### src/rtl/wb_periph_pkg.sv
// Shared types and defaults for the Wishbone peripheral interconnect.
// Bus widths, default address map and the transaction FSM state encoding.
package wb_periph_pkg;

  localparam int WB_AW = 32;
  localparam int WB_DW = 32;

  localparam logic [WB_AW-1:0] DEF_BASE_ADDR   = 32'h3000_0000;
  localparam int               DEF_SLAVE_SHIFT = 16;
  localparam logic [WB_DW-1:0] DEF_ERR_DATA    = 32'hDEAD_BEEF;

  typedef enum logic [1:0] {
    ST_IDLE = 2'd0,
    ST_BUSY = 2'd1,
    ST_ACK  = 2'd2
  } state_t;

  // Index field width; a single window still gets one index bit.
  function automatic int idx_width(input int n);
    return (n > 1) ? $clog2(n) : 1;
  endfunction

endpackage

### src/rtl/wb_addr_decode.sv
// Combinational window decoder: upper address bits in, hit flag and window index out.
// Only bits at and above SLAVE_SHIFT take part in the decode.
module wb_addr_decode
  import wb_periph_pkg::*;
#(
  parameter int               NUM_SLAVES  = 4,
  parameter logic [WB_AW-1:0] BASE_ADDR   = DEF_BASE_ADDR,
  parameter int               SLAVE_SHIFT = DEF_SLAVE_SHIFT,
  parameter int               IW          = idx_width(NUM_SLAVES)
) (
  input  logic [WB_AW-1:SLAVE_SHIFT] adr,
  output logic                       hit,
  output logic [IW-1:0]              idx
);

  localparam logic [IW:0] NS = (IW+1)'(NUM_SLAVES);

  logic base_match;

  assign idx        = adr[SLAVE_SHIFT +: IW];
  assign base_match = (adr[WB_AW-1:SLAVE_SHIFT+IW] == BASE_ADDR[WB_AW-1:SLAVE_SHIFT+IW]);
  // Index slots beyond the populated windows decode as a miss.
  assign hit        = base_match && ({1'b0, idx} < NS);

endmodule

### src/rtl/wb_periph_mux.sv
// Wishbone slave-side interconnect: decodes the management bus into peripheral windows,
// forwards one registered transaction at a time, and answers misses/timeouts with an error.
//
// state | meaning
// IDLE  | waiting for cyc & stb from the master
// BUSY  | request forwarded, waiting for the selected slave ack (timeout counter running)
// ACK   | wbs_ack_o high for this single cycle; no new request accepted
module wb_periph_mux
  import wb_periph_pkg::*;
#(
  parameter int               NUM_SLAVES     = 4,
  parameter logic [WB_AW-1:0] BASE_ADDR      = DEF_BASE_ADDR,
  parameter int               SLAVE_SHIFT    = DEF_SLAVE_SHIFT,
  parameter int               TIMEOUT_CYCLES = 255,
  parameter logic [WB_DW-1:0] ERR_DATA       = DEF_ERR_DATA
) (
  input  logic                        wb_clk_i,
  input  logic                        wb_rst_ni,
  input  logic                        wbs_cyc_i,
  input  logic                        wbs_stb_i,
  input  logic                        wbs_we_i,
  input  logic [3:0]                  wbs_sel_i,
  input  logic [WB_AW-1:0]            wbs_adr_i,
  input  logic [WB_DW-1:0]            wbs_dat_i,
  output logic                        wbs_ack_o,
  output logic [WB_DW-1:0]            wbs_dat_o,
  output logic [NUM_SLAVES-1:0]       s_cyc_o,
  output logic [NUM_SLAVES-1:0]       s_stb_o,
  output logic                        s_we_o,
  output logic [3:0]                  s_sel_o,
  output logic [WB_AW-1:0]            s_adr_o,
  output logic [WB_DW-1:0]            s_dat_o,
  input  logic [NUM_SLAVES-1:0]       s_ack_i,
  input  logic [NUM_SLAVES*WB_DW-1:0] s_dat_i,
  input  logic                        err_clr_i,
  output logic                        err_o,
  output logic                        err_irq_o
);

  localparam int            IW       = idx_width(NUM_SLAVES);
  localparam int            CW       = $clog2(TIMEOUT_CYCLES + 1);
  localparam logic [CW-1:0] CNT_LAST = CW'(TIMEOUT_CYCLES - 1);

  state_t                  state_q, state_d;
  logic [CW-1:0]           cnt_q, cnt_d;
  logic [IW-1:0]           idx_q, idx_d;
  logic                    hit;
  logic [IW-1:0]           req_idx;
  logic                    sel_ack;
  logic [WB_DW-1:0]        sel_dat;
  logic                    err_set;
  logic [NUM_SLAVES-1:0]   cyc_d, stb_d;
  logic                    we_d, ack_d, err_d;
  logic [3:0]              sel_d;
  logic [WB_AW-1:0]        adr_d;
  logic [WB_DW-1:0]        wdat_d, rdat_d;

  wb_addr_decode #(
    .NUM_SLAVES (NUM_SLAVES),
    .BASE_ADDR  (BASE_ADDR),
    .SLAVE_SHIFT(SLAVE_SHIFT),
    .IW         (IW)
  ) u_decode (
    .adr(wbs_adr_i[WB_AW-1:SLAVE_SHIFT]),
    .hit(hit),
    .idx(req_idx)
  );

  // Only the selected slave's ack and data are visible; other acks are ignored.
  always_comb begin
    sel_ack = 1'b0;
    sel_dat = '0;
    for (int k = 0; k < NUM_SLAVES; k++) begin
      if (idx_q == IW'(k)) begin
        sel_ack = s_ack_i[k];
        sel_dat = s_dat_i[k*WB_DW +: WB_DW];
      end
    end
  end

  always_comb begin
    state_d = state_q;
    cnt_d   = cnt_q;
    idx_d   = idx_q;
    cyc_d   = s_cyc_o;
    stb_d   = s_stb_o;
    we_d    = s_we_o;
    sel_d   = s_sel_o;
    adr_d   = s_adr_o;
    wdat_d  = s_dat_o;
    rdat_d  = wbs_dat_o;
    ack_d   = 1'b0;
    err_set = 1'b0;
    case (state_q)
      ST_IDLE: begin
        if (wbs_cyc_i && wbs_stb_i) begin
          if (hit) begin
            idx_d   = req_idx;
            we_d    = wbs_we_i;
            sel_d   = wbs_sel_i;
            adr_d   = wbs_adr_i;
            wdat_d  = wbs_dat_i;
            cyc_d   = NUM_SLAVES'(1) << req_idx;
            stb_d   = NUM_SLAVES'(1) << req_idx;
            cnt_d   = '0;
            state_d = ST_BUSY;
          end else begin
            rdat_d  = ERR_DATA;
            ack_d   = 1'b1;
            err_set = 1'b1;
            state_d = ST_ACK;
          end
        end
      end
      ST_BUSY: begin
        if (sel_ack) begin
          rdat_d  = sel_dat;
          cyc_d   = '0;
          stb_d   = '0;
          ack_d   = 1'b1;
          state_d = ST_ACK;
        end else if (cnt_q == CNT_LAST) begin
          rdat_d  = ERR_DATA;
          cyc_d   = '0;
          stb_d   = '0;
          ack_d   = 1'b1;
          err_set = 1'b1;
          state_d = ST_ACK;
        end else if (!wbs_cyc_i) begin
          cyc_d   = '0;
          stb_d   = '0;
          state_d = ST_IDLE;
        end else begin
          cnt_d = cnt_q + 1'b1;
        end
      end
      ST_ACK:  state_d = ST_IDLE;
      default: state_d = ST_IDLE;
    endcase
    // A fresh error outranks a simultaneous clear.
    err_d = err_set | (err_o & ~err_clr_i);
  end

  always_ff @(posedge wb_clk_i or negedge wb_rst_ni) begin
    if (!wb_rst_ni) begin
      state_q   <= ST_IDLE;
      cnt_q     <= '0;
      idx_q     <= '0;
      s_cyc_o   <= '0;
      s_stb_o   <= '0;
      s_we_o    <= 1'b0;
      s_sel_o   <= '0;
      s_adr_o   <= '0;
      s_dat_o   <= '0;
      wbs_ack_o <= 1'b0;
      wbs_dat_o <= '0;
      err_o     <= 1'b0;
      err_irq_o <= 1'b0;
    end else begin
      state_q   <= state_d;
      cnt_q     <= cnt_d;
      idx_q     <= idx_d;
      s_cyc_o   <= cyc_d;
      s_stb_o   <= stb_d;
      s_we_o    <= we_d;
      s_sel_o   <= sel_d;
      s_adr_o   <= adr_d;
      s_dat_o   <= wdat_d;
      wbs_ack_o <= ack_d;
      wbs_dat_o <= rdat_d;
      err_o     <= err_d;
      err_irq_o <= err_set;
    end
  end

endmodule

### config.mk
export PLATFORM = sky130hd
export DESIGN_NAME = wb_periph_mux
export DESIGN_NICKNAME = d
export VERILOG_FILES = /design/src/rtl/wb_periph_pkg.sv /design/src/rtl/wb_addr_decode.sv /design/src/rtl/wb_periph_mux.sv
export SDC_FILE = /design/constraint.sdc
export NUM_CORES = 1
export LEC_CHECK = 0
export BUFFER_PORTS_ARGS = -buffer_cell sky130_fd_sc_hd__buf_2
export CORE_AREA = 3 3 121 123
export DETAILED_ROUTE_END_ITERATION = 8
export DIE_AREA = 0 0 124 126
export PLACE_DENSITY = 0.72
export SLEW_MARGIN = 5
export SYNTH_ARGS = -nofsm -noshare
export SYNTH_HDL_FRONTEND = slang
export SYNTH_SLANG_ARGS = --single-unit
### constraint.sdc
create_clock -name wb_clk_i -period 4.97 [get_ports wb_clk_i]
set_clock_uncertainty 0.1 [all_clocks]
set_input_delay 0.7455 -clock wb_clk_i [delete_from_list [all_inputs] [get_ports wb_clk_i]]
set_output_delay 0.7455 -clock wb_clk_i [all_outputs]
set_load 0.05 [all_outputs]
==> results of run 1 <==
[layer usage]
layer | track usage (%) | routed length (um) | vias up
met2 | 34.8 | 8020 | 216
met3 | 4.71 | 1150 | 21
li1 | - | - | 2003
met5 | 0 | 0 | -
met1 | 20.7 | 5440 | 2169
met4 | 7.80 | 354 | 0
[cells in the final DEF, fill, tap and decap left out, types with 2 or more instances in the layout]
cell type	count
a21oi_1	2
a22o_1	8
and2_1	13
and4_1	2
buf_2	316
buf_4	7
bufinv_16	2
clkbuf_1	4
clkbuf_16	17
clkbuf_8	3
clkinv_2	3
clkinvlp_4	3
dfrtp_1	117
ha_1	2
inv_1	9
mux2_2	55
mux4_2	33
nand2_1	12
nand2b_1	5
nand3_1	4
nand4_1	3
nor2_1	4
nor3_1	2
nor4_1	4
o21ai_0	5
o221ai_1	4
o22a_1	24
or3_1	3
or4_1	2
xnor2_1	3
[final cells by class]
class	instances	area, um2
diodes	1	2.50
clock buffers	24	482
clock inverters	8	97.6
fillers	1196	6160
inverters	10	37.5
multi-input cells	204	2180
flip-flops and latches	118	2950
well taps	180	225
repair buffers	323	1630
[flip-flops by register name (all words and copies together) (netlist names)]
name,flops
cnt_q,8
err_irq_o,1
err_o,1
s_adr_o,32
s_dat_o,32
s_sel_o,4
s_stb_o,4
s_we_o,1
state_q,2
wbs_ack_o,1
wbs_dat_o,32
[worst register-to-register path, delay by kind of cell (launching register included)]
family / cells / cell delay [ns]
buffers and inverters: 2 / 0.74
and+or+nand+nor: 1 / 0.14
AOI/OAI and AO/OA: 2 / 0.63
DFF: 1 / 0.33
muxes: 1 / 0.78
[how the worst max path moves through the flow]
stage | end | start | cells past startpoint
floorplan | wbs_dat_o[15]$_DFFE_PN0P_ | s_adr_o[16]$_DFFE_PN0P_ | 8
global placement | s_dat_o[0]$_DFFE_PN0P_ | wbs_adr_i[19] | 6
detailed placement | s_dat_o[3]$_DFFE_PN0P_ | wbs_adr_i[19] | 6
CTS | wbs_dat_o[13]$_DFFE_PN0P_ | s_adr_o[16]$_DFFE_PN0P_ | 6
global route | wbs_dat_o[10]$_DFFE_PN0P_ | s_adr_o[16]$_DFFE_PN0P_ | 6
finish | s_dat_o[1]$_DFFE_PN0P_ | wbs_adr_i[19] | 6
[power by group through the flow]
| stage | Sequential, W | Combinational (W) | Clock (W) |
|---|---|---|---|
| 6_report | 0.000966 | 0.000145 | 0.00118 |
| 3_3_place_gp | 0.000982 | 0.000143 | 0 |
| 2_1_floorplan | 0.000989 | 0.0000344 | 0 |
| 4_1_cts | 0.000966 | 0.000147 | 0.00121 |
| 3_5_place_dp | 0.000982 | 0.000147 | 0 |
| 5_1_grt | 0.000965 | 0.000161 | 0.00125 |
[through the flow]
| stage | utilization, % | power (W) | instances | cell area [um2] |
|---|---|---|---|---|
| 2_1_floorplan | - | 0.00102 | 359 | 5320 |
| 3_3_place_gp | 51.1 | 0.00112 | 835 | 7040 |
| 3_5_place_dp | 51.1 | 0.00113 | 835 | 7040 |
| 4_1_cts | 55.3 | 0.00232 | 867 | 7610 |
| 5_1_grt | 55.3 | 0.00238 | 868 | 7620 |
| 6_report | 55.3 | 0.00229 | 868 | 7620 |
[cells by family (layout without fill, tap and decap cells)]
| family | count (synthesis) | after routing |
|---|---|---|
| and+or+nand+nor | 60 | 60 |
| xor gates and xnor gates | 3 | 3 |
| buffers and inverters | 37 | 365 |
| muxes | 88 | 88 |
| AOI/OAI and AO/OA | 51 | 51 |
| other | 0 | 1 |
| adders and majority gates | 2 | 2 |
| DFF | 118 | 118 |
==> summary.txt, run 1 <==
Status
  • Status: completed

STA
  • Pins Over Slew Limit: 0
  • Endpoints failing hold: 0
  • Final setup fails: 0
  • Setup_tns: 0 ns
  • Max-slew headroom: approximately 42%
  • Period utilisation layout: between 50% and 60%
  • Crit path time final: between 2 and 3 ns
  • Hold Slack: around 0.35 ns
  • Slew of the pin with the lowest slew margin: between 0.8 and 0.9 ns
  • F_max: about 350 MHz
  • Setup WS post-layout: roughly 2.1 ns
  • RSZ-0062 raised after global routing: no

CTS
  • CTS H-tree lvls: 4
  • CTS tree: built
  • Worst-skew pair later-pin latency: 0.40 ns
  • Root buffer cell: clkbuf_16
  • CTS buffer count: 17
  • Cts hold-fix bufs: 0
  • Worst-path clk slew: 0.05 ns
  • Post-CTS Setup Inserts: 0
  • Maximum clock path buffer count: 2
  • CTS Sinks: approximately 120
  • Post-CTS sizing: 0

Min path
  • Hold Path Class: in -> async

Routing
  • DRT iter0 DRCs: approximately 110
  • Drt total wl: 15.0 mm
  • Via count: roughly 4.4k
  • Post-route DRC: 0
  • Vias/cell: around 5.1
  • Drt wl/cell: approximately 17 um
  • ANT nets after route: 0
  • Drt pass-1 iters: 4

Finish
  • Area growth syn-to-layout: 43.1%
  • Final nets: around 880
  • Fraction of layout cells with a size suffix above 1: 64.5%

Global route
  • Pin count of the biggest net entering global routing: 73
  • Vias in the first global route: 4556
  • First-pass GRT wire length: around 23 mm
  • GRT Util Overall: between 10% and 20%
  • GRT overflow: 0
  • Antenna violations before repair: 1

Worst setup path
  • Worst path slowest cell: buf_4
  • Worst path top cell family by delay: simple AND/OR/NAND/NOR gates
  • CP Buf/Inv Count: 2
  • Worst setup EP type: flop
  • Critical path class: in -> reg
  • Max FO, Critical Path: between 40 and 50
  • WP data arrival: between 3 and 4 ns
  • Worst setup SP type: primary input
  • Depth of the worst register-to-register path: 6
  • Critical path cell sequence: buf_2 > nor4_1 > nand4_1 > nor2_4 > buf_4 > mux2_2
  • RR Endpoint: wbs_dat_o[13]$_DFFE_PN0P_
  • R2R Setup Slk: between 2 and 2.5 ns
  • FF-to-FF Start: s_adr_o[16]$_DFFE_PN0P_
  • Max stage delay on crit path: around 0.55 ns
  • CP required: roughly 5 ns

Synthesis
  • Most frequent cell after synthesis: dfrtp_1
  • Largest family of logic cells by synthesized area: multiplexers
  • Yosys warnings: 0
  • Synth cell types: just over 40
  • Post-Synth XOR/XNOR Area: less than 1%
  • Sequential-to-total area share from yosys stat: roughly 55%
  • Fraction of synthesized area in multiplexers: 25.6%
  • #FFs+latches synth: about 120
  • Mapped Cells: between 300 and 400
  • Synth Area in Simple Gates: under 10%
  • Synth top cells by count: dfrtp_1, mux2_2, mux4_2
  • Largest area contributor in the netlist: dfrtp_1
  • Ys flop type: dfrtp_1
  • Post-synth EDFFs: 0
  • Synth Cell Area: roughly 5300 um2
  • Adder-cell area share of the yosys netlist: less than 1%
  • Mean post-synth cell area: 14.8 um2
  • Syn_nets: about 570
  • Complex-gate fraction of the synthesized area: between 7 and 8%
  • Async S/R FF share, synth: 100%
  • Top post-synthesis cells by area: dfrtp_1, mux4_2, mux2_2, o22a_1, and2_1
  • Top-area cell type share of the netlist area: between 50 and 60%

Power and ir drop
  • Sequential fraction of design power: 42.2%
  • Combinational share of power: about 6.3%
  • Internal power: between 0.0015 and 0.002 W
  • Leakage: about 3.9 nW
  • Sw power: ~0.00047 W
  • Switching Fraction: 20.5%
  • Peak supply drop: 0.189 mV
  • Clock Power Share: just over 50%
  • Pwr per Cell Area: approximately 300 nW/um2

Placed design
  • Port bufs: between 300 and 400
  • Place WS: about 1.7 ns
  • RD Place Congestion: ~0.85
  • DP HPWL: between 10 and 15 mm

Flow run
  • Max_cap viols: 0

Floorplanning
  • CORE AREA: about 14000 um2
  • IO Pins: 318
  • Cell Rows: between 40 and 50
  • Die ar.: around 16000 um2
  • Die Wd: ~120 um
  • Starting density of the core: about two fifths
  • Chip height: 126 um
Power figures use the tool's default switching activity.
==> inputs of run 2 (changes only) <==
Clock period 4.97 ns to 2.8 ns, I/O delays scaled along.
==> run 2 against run 1 <==
Effect of this change:
- clock power increased by 94%
- utilization increased by 0.79 points
- global-route usage decreased by 0.28 points
- combinational power increased by 80%
- sequential share of layout area decreased by 0.55 points
- power increased by 86%
- die area unchanged
- count of clock-buffer cells in the layout decreased by 5
- worst setup slack got worse by 1.6 ns
- hold slack got worse by 0.21 ns
- largest power group unchanged
- highest routed layer unchanged
==> summary.txt, run 2 (synthesis results as in run 1) <==
Worst setup path
  • WP data arrival: approximately 2.4 ns
  • FF-to-FF Start: s_adr_o[16]$_DFFE_PN0P_
  • R2R Setup Slk: ~0.55 ns
  • RR Endpoint: wbs_dat_o[27]$_DFFE_PN0P_
  • Depth of the worst register-to-register path: 5
  • CP required: approximately 3.0 ns
  • Critical path class: reg -> reg
  • Max FO, Critical Path: 25
  • Worst setup SP type: flop
  • Worst setup EP type: flop

Global route
  • Vias in the first global route: around 4.5k
  • GR peak layer: met2
  • GRT overflow: 0
  • Antenna violations before repair: 1
  • Pin count of the biggest net entering global routing: between 50 and 60
  • GR Util met2: ~34%
  • First-pass GRT wire length: 22.4 mm
  • Met1 usage: 20.9%
  • GRT Util Overall: between 10% and 20%
  • Met3 usage: 4.45%

CTS
  • Worst-skew pair later-pin latency: approximately 0.40 ns
  • Post-CTS Setup Inserts: 0
  • CTS tree: built
  • Root buffer cell: clkbuf_16
  • CTS buffer count: 17
  • CTS Sinks: roughly 120
  • CTS H-tree lvls: 4
  • Worst-path clk slew: roughly 0.050 ns
  • Cts hold-fix bufs: 1
  • Post-CTS sizing: 0
  • Maximum clock path buffer count: 2

Placed design
  • Port bufs: approximately 320
  • Placed cells: about 840
  • DP HPWL: ~12 mm
  • RD Place Congestion: 0.863

Flow run
  • Max_cap viols: 0

Min path
  • Hold Path Cell Cnt: 2
  • Min-Delay Endpoint: s_dat_o[12]$_DFFE_PN0P_
  • Hold Path Origin: wbs_dat_i[12]
  • Hold Path Class: in -> reg

Routing
  • Via count: 4318
  • Drt total wl: 15.0 mm
  • Post-route DRC: 0
  • DRT iter0 DRCs: roughly 150
  • ANT nets after route: 0
  • Drt wl/cell: roughly 17 um
  • Drt pass-1 iters: 6
  • Vias/cell: a little under 5

STA
  • F_max: approximately 440 MHz
  • Final setup fails: 0
  • Period utilisation layout: roughly four fifths
  • Max-slew headroom: 51.1%
  • RSZ-0062 raised after global routing: no
  • Slew of the pin with the lowest slew margin: 0.727 ns
  • Setup_tns: 0 ns
  • Endpoints failing hold: 0
  • Crit path time final: between 2 and 2.5 ns
  • Pins Over Slew Limit: 0

Finish
  • Fin cells: ~870
  • Most frequent cells in the layout: buf_2, dfrtp_1, mux2_2
  • Final nets: ~890
  • Commonest non-fill, non-tap cell in the layout: buf_2
  • Fraction of layout cells with a size suffix above 1: between 60% and 70%
  • Regs by FF count: s_adr_o: 32 flops, s_dat_o: 32 flops, wbs_dat_o: 32 flops
  • Area growth syn-to-layout: 45.2%

Floorplanning
  • Cell Rows: 43
  • IO Pins: between 300 and 400
  • Die Wd: ~120 um
  • Starting density of the core: between 30% and 40%
  • CORE AREA: ~14000 um2
  • Chip height: 126 um
  • Die ar.: ~16000 um2

Power and ir drop
  • Leakage: between 3 and 4 nW
  • Peak supply drop: 0.345 mV
  • Pwr per Cell Area: 551 nW/um2

Status
  • Status: completed
[run 2: layout make-up]
type	count	area (um2)
Antenna cell	1	2.50
Clock buffer	19	453
Clock inverter	12	178
Fill cell	1203	6050
Inverter	10	37.5
Multi-Input combinational cell	204	2180
Sequential cell	118	2950
Tap cell	180	225
Timing Repair Buffer	327	1690
[run 2: how the worst max path moves through the flow]
stage	startpoint	end	slack (ns)	cells after the start
after floorplan	s_adr_o[16]$_DFFE_PN0P_	wbs_dat_o[15]$_DFFE_PN0P_	0.38	8
after global routing	cnt_q[0]$_DFFE_PN0P_	wbs_dat_o[6]$_DFFE_PN0P_	0.35	7
after detailed placement	s_ack_i[0]	wbs_dat_o[18]$_DFFE_PN0P_	0.42	6
after global placement	s_ack_i[0]	wbs_dat_o[27]$_DFFE_PN0P_	0.51	6
after CTS	s_adr_o[16]$_DFFE_PN0P_	wbs_dat_o[27]$_DFFE_PN0P_	0.53	5
final	s_adr_o[16]$_DFFE_PN0P_	wbs_dat_o[27]$_DFFE_PN0P_	0.55	5
[run 2: critical path, cell delays in order, from the launching register on]
cell and delay, ns:
dfrtp_2 0.38, mux4_2 0.64, nand2_1 0.13, o211a_1 0.35, inv_2 0.26, o22a_1 0.27
[run 2: report_power, final]
group	leakage, nW	internal [W]	switching (W)
Sequential	1.51	0.00171	0.00000257
Combinational	2.15	0.000146	0.000114
Clock	0.297	0.00153	0.000757
Total	3.95	0.00339	0.000874
[run 2: per-stage QoR]
stage               hold slack (ns)  setup slack, ns  total power (W)  util (%)  area [um2]
CTS                           0.131            0.529          0.00431      56.1        7720
detailed placement            0.368            0.422          0.00201      51.4        7080
finish                        0.145            0.550          0.00426      56.1        7730
global route                  0.137            0.354          0.00441      56.1        7730
floorplan                    0.0244            0.376          0.00182         -        5320
global placement              0.357            0.505          0.00200      51.4        7080
[run 2: metal layers]
metal | part of all wire (%) | vias to the layer above
li1 | - | 2001
met1 | 37 | 2076
met2 | 53 | 222
met3 | 7.5 | 19
met4 | 2.3 | 0
met5 | 0 | -
==> inputs of run 3 (changes only) <==
Settings changed: ABC_AREA set to 1, CORE_AREA 3 3 121 123 to unset, CORE_MARGIN set to 3, CORE_UTILIZATION set to 41, DIE_AREA 0 0 124 126 to unset, PLACE_DENSITY 0.72 to 0.78.
Clock period 2.8 ns to 2.05 ns, I/O delays scaled along.
==> run 3 against run 2 <==
Effect of this change:
- sequential cell count unchanged
- count of clock-buffer cells in the layout down 1
- register-to-register slack worse by 0.35 ns
- global-route usage rose by 6.7 points
- sequential share of layout area shrank 4.5 points
- die area fell by 0.70%
- critical path depth rose by 3
- worst setup slack got worse by 0.35 ns
- largest power group unchanged
==> summary.txt, run 3 <==
STA
  • Pins Over Slew Limit: 0
  • Final setup fails: 0
  • Slew of the pin with the lowest slew margin: between 0.5 and 0.6 ns
  • RSZ-0062 raised after global routing: no
  • Endpoints failing hold: 0
  • Crit path time final: 1.85 ns
  • Hold Slack: around 0.027 ns
  • Max-slew headroom: 64.0%
  • Setup_tns: 0 ns
  • Period utilisation layout: between 90% and 100%
  • F_max: roughly 540 MHz

Synthesis
  • Largest area contributor in the netlist: dfrtp_1
  • Mean post-synth cell area: 7.40 um2
  • Syn_nets: 987
  • #FFs+latches synth: 118
  • Ys flop type: dfrtp_1
  • Synth top cells by count: nand2_1, dfrtp_1, nand3_1
  • Sequential-to-total area share from yosys stat: roughly half
  • Top-area cell type share of the netlist area: about half
  • Post-synth EDFFs: 0
  • Most frequent cell after synthesis: nand2_1
  • Yosys warnings: 0
  • Synth cell types: 27
  • Top post-synthesis cells by area: dfrtp_1, nand2_1, nand3_1, a21oi_1, inv_1
  • Mapped Cells: approximately 800
  • Synth Cell Area: approximately 5800 um2
  • Async S/R FF share, synth: 100%

Worst setup path
  • Max FO, Critical Path: 30
  • R2R Setup Slk: just under 0.2 ns
  • Worst setup SP type: flop
  • Worst setup path start: s_adr_o[17]$_DFFE_PN0P_
  • CP required: approximately 2.3 ns
  • WP data arrival: about 2.1 ns
  • Critical path class: reg -> reg
  • Worst setup EP type: flop
  • Depth of the worst register-to-register path: 8
  • RR Endpoint: wbs_dat_o[16]$_DFFE_PN0P_
  • FF-to-FF Start: s_adr_o[17]$_DFFE_PN0P_

Power and ir drop
  • Pwr per Cell Area: approximately 760 nW/um2
  • Total chip power: about 0.0066 W
  • Leakage: 5.12 nW
  • Peak supply drop: about 0.46 mV

CTS
  • Cts hold-fix bufs: between 50 and 60
  • Worst-skew pair later-pin latency: 0.41 ns
  • CTS tree: built
  • CTS Sinks: around 120
  • CTS buffer count: 17
  • Maximum clock path buffer count: 2
  • Worst-path clk slew: approximately 0.060 ns
  • Post-CTS Setup Inserts: 0
  • Root buffer cell: clkbuf_16
  • Post-CTS sizing: 0
  • CTS H-tree lvls: 4

Global route
  • Vias in the first global route: around 6.5k
  • Pin count of the biggest net entering global routing: 80
  • First-pass GRT wire length: between 30 and 40 mm
  • GRT Util Overall: 25.5%
  • Antenna violations before repair: 0
  • GRT overflow: 0

Routing
  • Post-route DRC: 0
  • Drt pass-1 iters: 5
  • Drt total wl: around 20 mm
  • Drt wl/cell: around 15 um
  • DRT iter0 DRCs: 380
  • ANT nets after route: 0
  • Via count: 6526
  • Vias/cell: roughly 4.9

Finish
  • Finished Core Util: approximately two thirds
  • Most frequent cells in the layout: nand2_1, buf_2, dfrtp_1
  • Commonest non-fill, non-tap cell in the layout: nand2_1
  • Final instance area: approximately 8700 um2
  • Final nets: roughly 1.4k
  • Regs by FF count: s_adr_o: 32 flops, s_dat_o: 32 flops, wbs_dat_o: 32 flops
  • ANT cells: 0
  • Area growth syn-to-layout: 51.8%
  • Fraction of layout cells with a size suffix above 1: around 33%

Placed design
  • Port bufs: roughly 320
  • RD Place Congestion: 0.930
  • Placed instance area: around 7600 um2
  • DP HPWL: about 14 mm

Floorplanning
  • Die Wd: 125 um
  • Cell Rows: 42
  • Chip height: ~120 um
  • Starting density of the core: about 43%
  • Die ar.: around 16000 um2
  • CORE AREA: approximately 14000 um2
  • IO Pins: roughly 320

Min path
  • Hold Path Cell Cnt: 3
  • Hold Path Origin: wbs_adr_i[5]
  • Hold Path Class: in -> reg
  • Min-Delay Endpoint: s_adr_o[5]$_DFFE_PN0P_

Status
  • Status: completed

Flow run
  • Max_cap viols: 0
-- run 3: cell count changes after synthesis, moves of 30 or more --
cell,previous run,this run
inv_1,9,44
nand2_1,12,388
nand3_1,4,72
a21oi_1,2,34
nor2_1,5,35
mux2_2,55,0
mux4_2,33,0
-- run 3: how the worst max path moves through the flow --
stage,to,slack (ns),cells past startpoint
after global placement,s_dat_o[23]$_DFFE_PN0P_,0.18,9
after floorplan,wbs_dat_o[3]$_DFFE_PN0P_,0.11,10
after global routing,wbs_dat_o[17]$_DFFE_PN0P_,0.02,9
after CTS,wbs_dat_o[25]$_DFFE_PN0P_,0.18,8
final,wbs_dat_o[16]$_DFFE_PN0P_,0.20,8
after detailed placement,s_dat_o[28]$_DFFE_PN0P_,0.14,9
-- run 3: metal layers --
metal | part of all wire, % | global-route usage [%] | vias to the layer above
met5 | 0 | 0 | -
met4 | 2.8 | 9.41 | 0
met3 | 7.8 | 6.69 | 50
met2 | 50 | 43.8 | 319
met1 | 39 | 30.7 | 2989
li1 | - | - | 3168
-- run 3: cell families (layout without fill, tap and decap cells) --
kind of cell	after synthesis	count (layout)	share of synthesized area [%]
AND/OR/NAND/NOR	521	521	36.8
flip-flops	118	118	51.2
buffers and inverters	88	469	6.62
AO/OA/AOI/OAI	48	48	4.62
adder cells (fa/ha/maj)	2	2	0.434
XOR/XNOR	2	2	0.304
-- run 3: worst max-delay path, stage by stage (launching register included) --
cell     delay, ns
dfrtp_1       0.52
nor2_2        0.18
nand2_1       0.06
nand3_1       0.15
nand3_1       0.11
nand2_2       0.13
buf_4         0.32
nand3_1       0.13
nand2_1       0.09
-- run 3: area by class of cell --
type                            count  area (um2)
Fill cell                        1103        4760
Sequential cell                   118        2950
Multi-Input combinational cell    573        2430
Timing Repair Buffer              390        2340
Clock buffer                       18         429
Tap cell                          176         220
Clock inverter                     14         198
Inverter                           47         176
-- run 3: through the flow --
stage | worst slack, ns | cells
after detailed placement | 0.137 | 1252
after floorplan | 0.111 | 779
final | 0.196 | 1336
after global placement | 0.177 | 1252
after global routing | 0.0196 | 1336
after CTS | 0.184 | 1336
-- run 3: report_power, final --
part / switching [W] / internal [W] / leakage [nW] / total, W
sequential: 0.0000476 / 0.00242 / 1.52 / 0.00247
clock: 0.00110 / 0.00205 / 0.302 / 0.00315
combinational: 0.000663 / 0.000369 / 3.30 / 0.00103
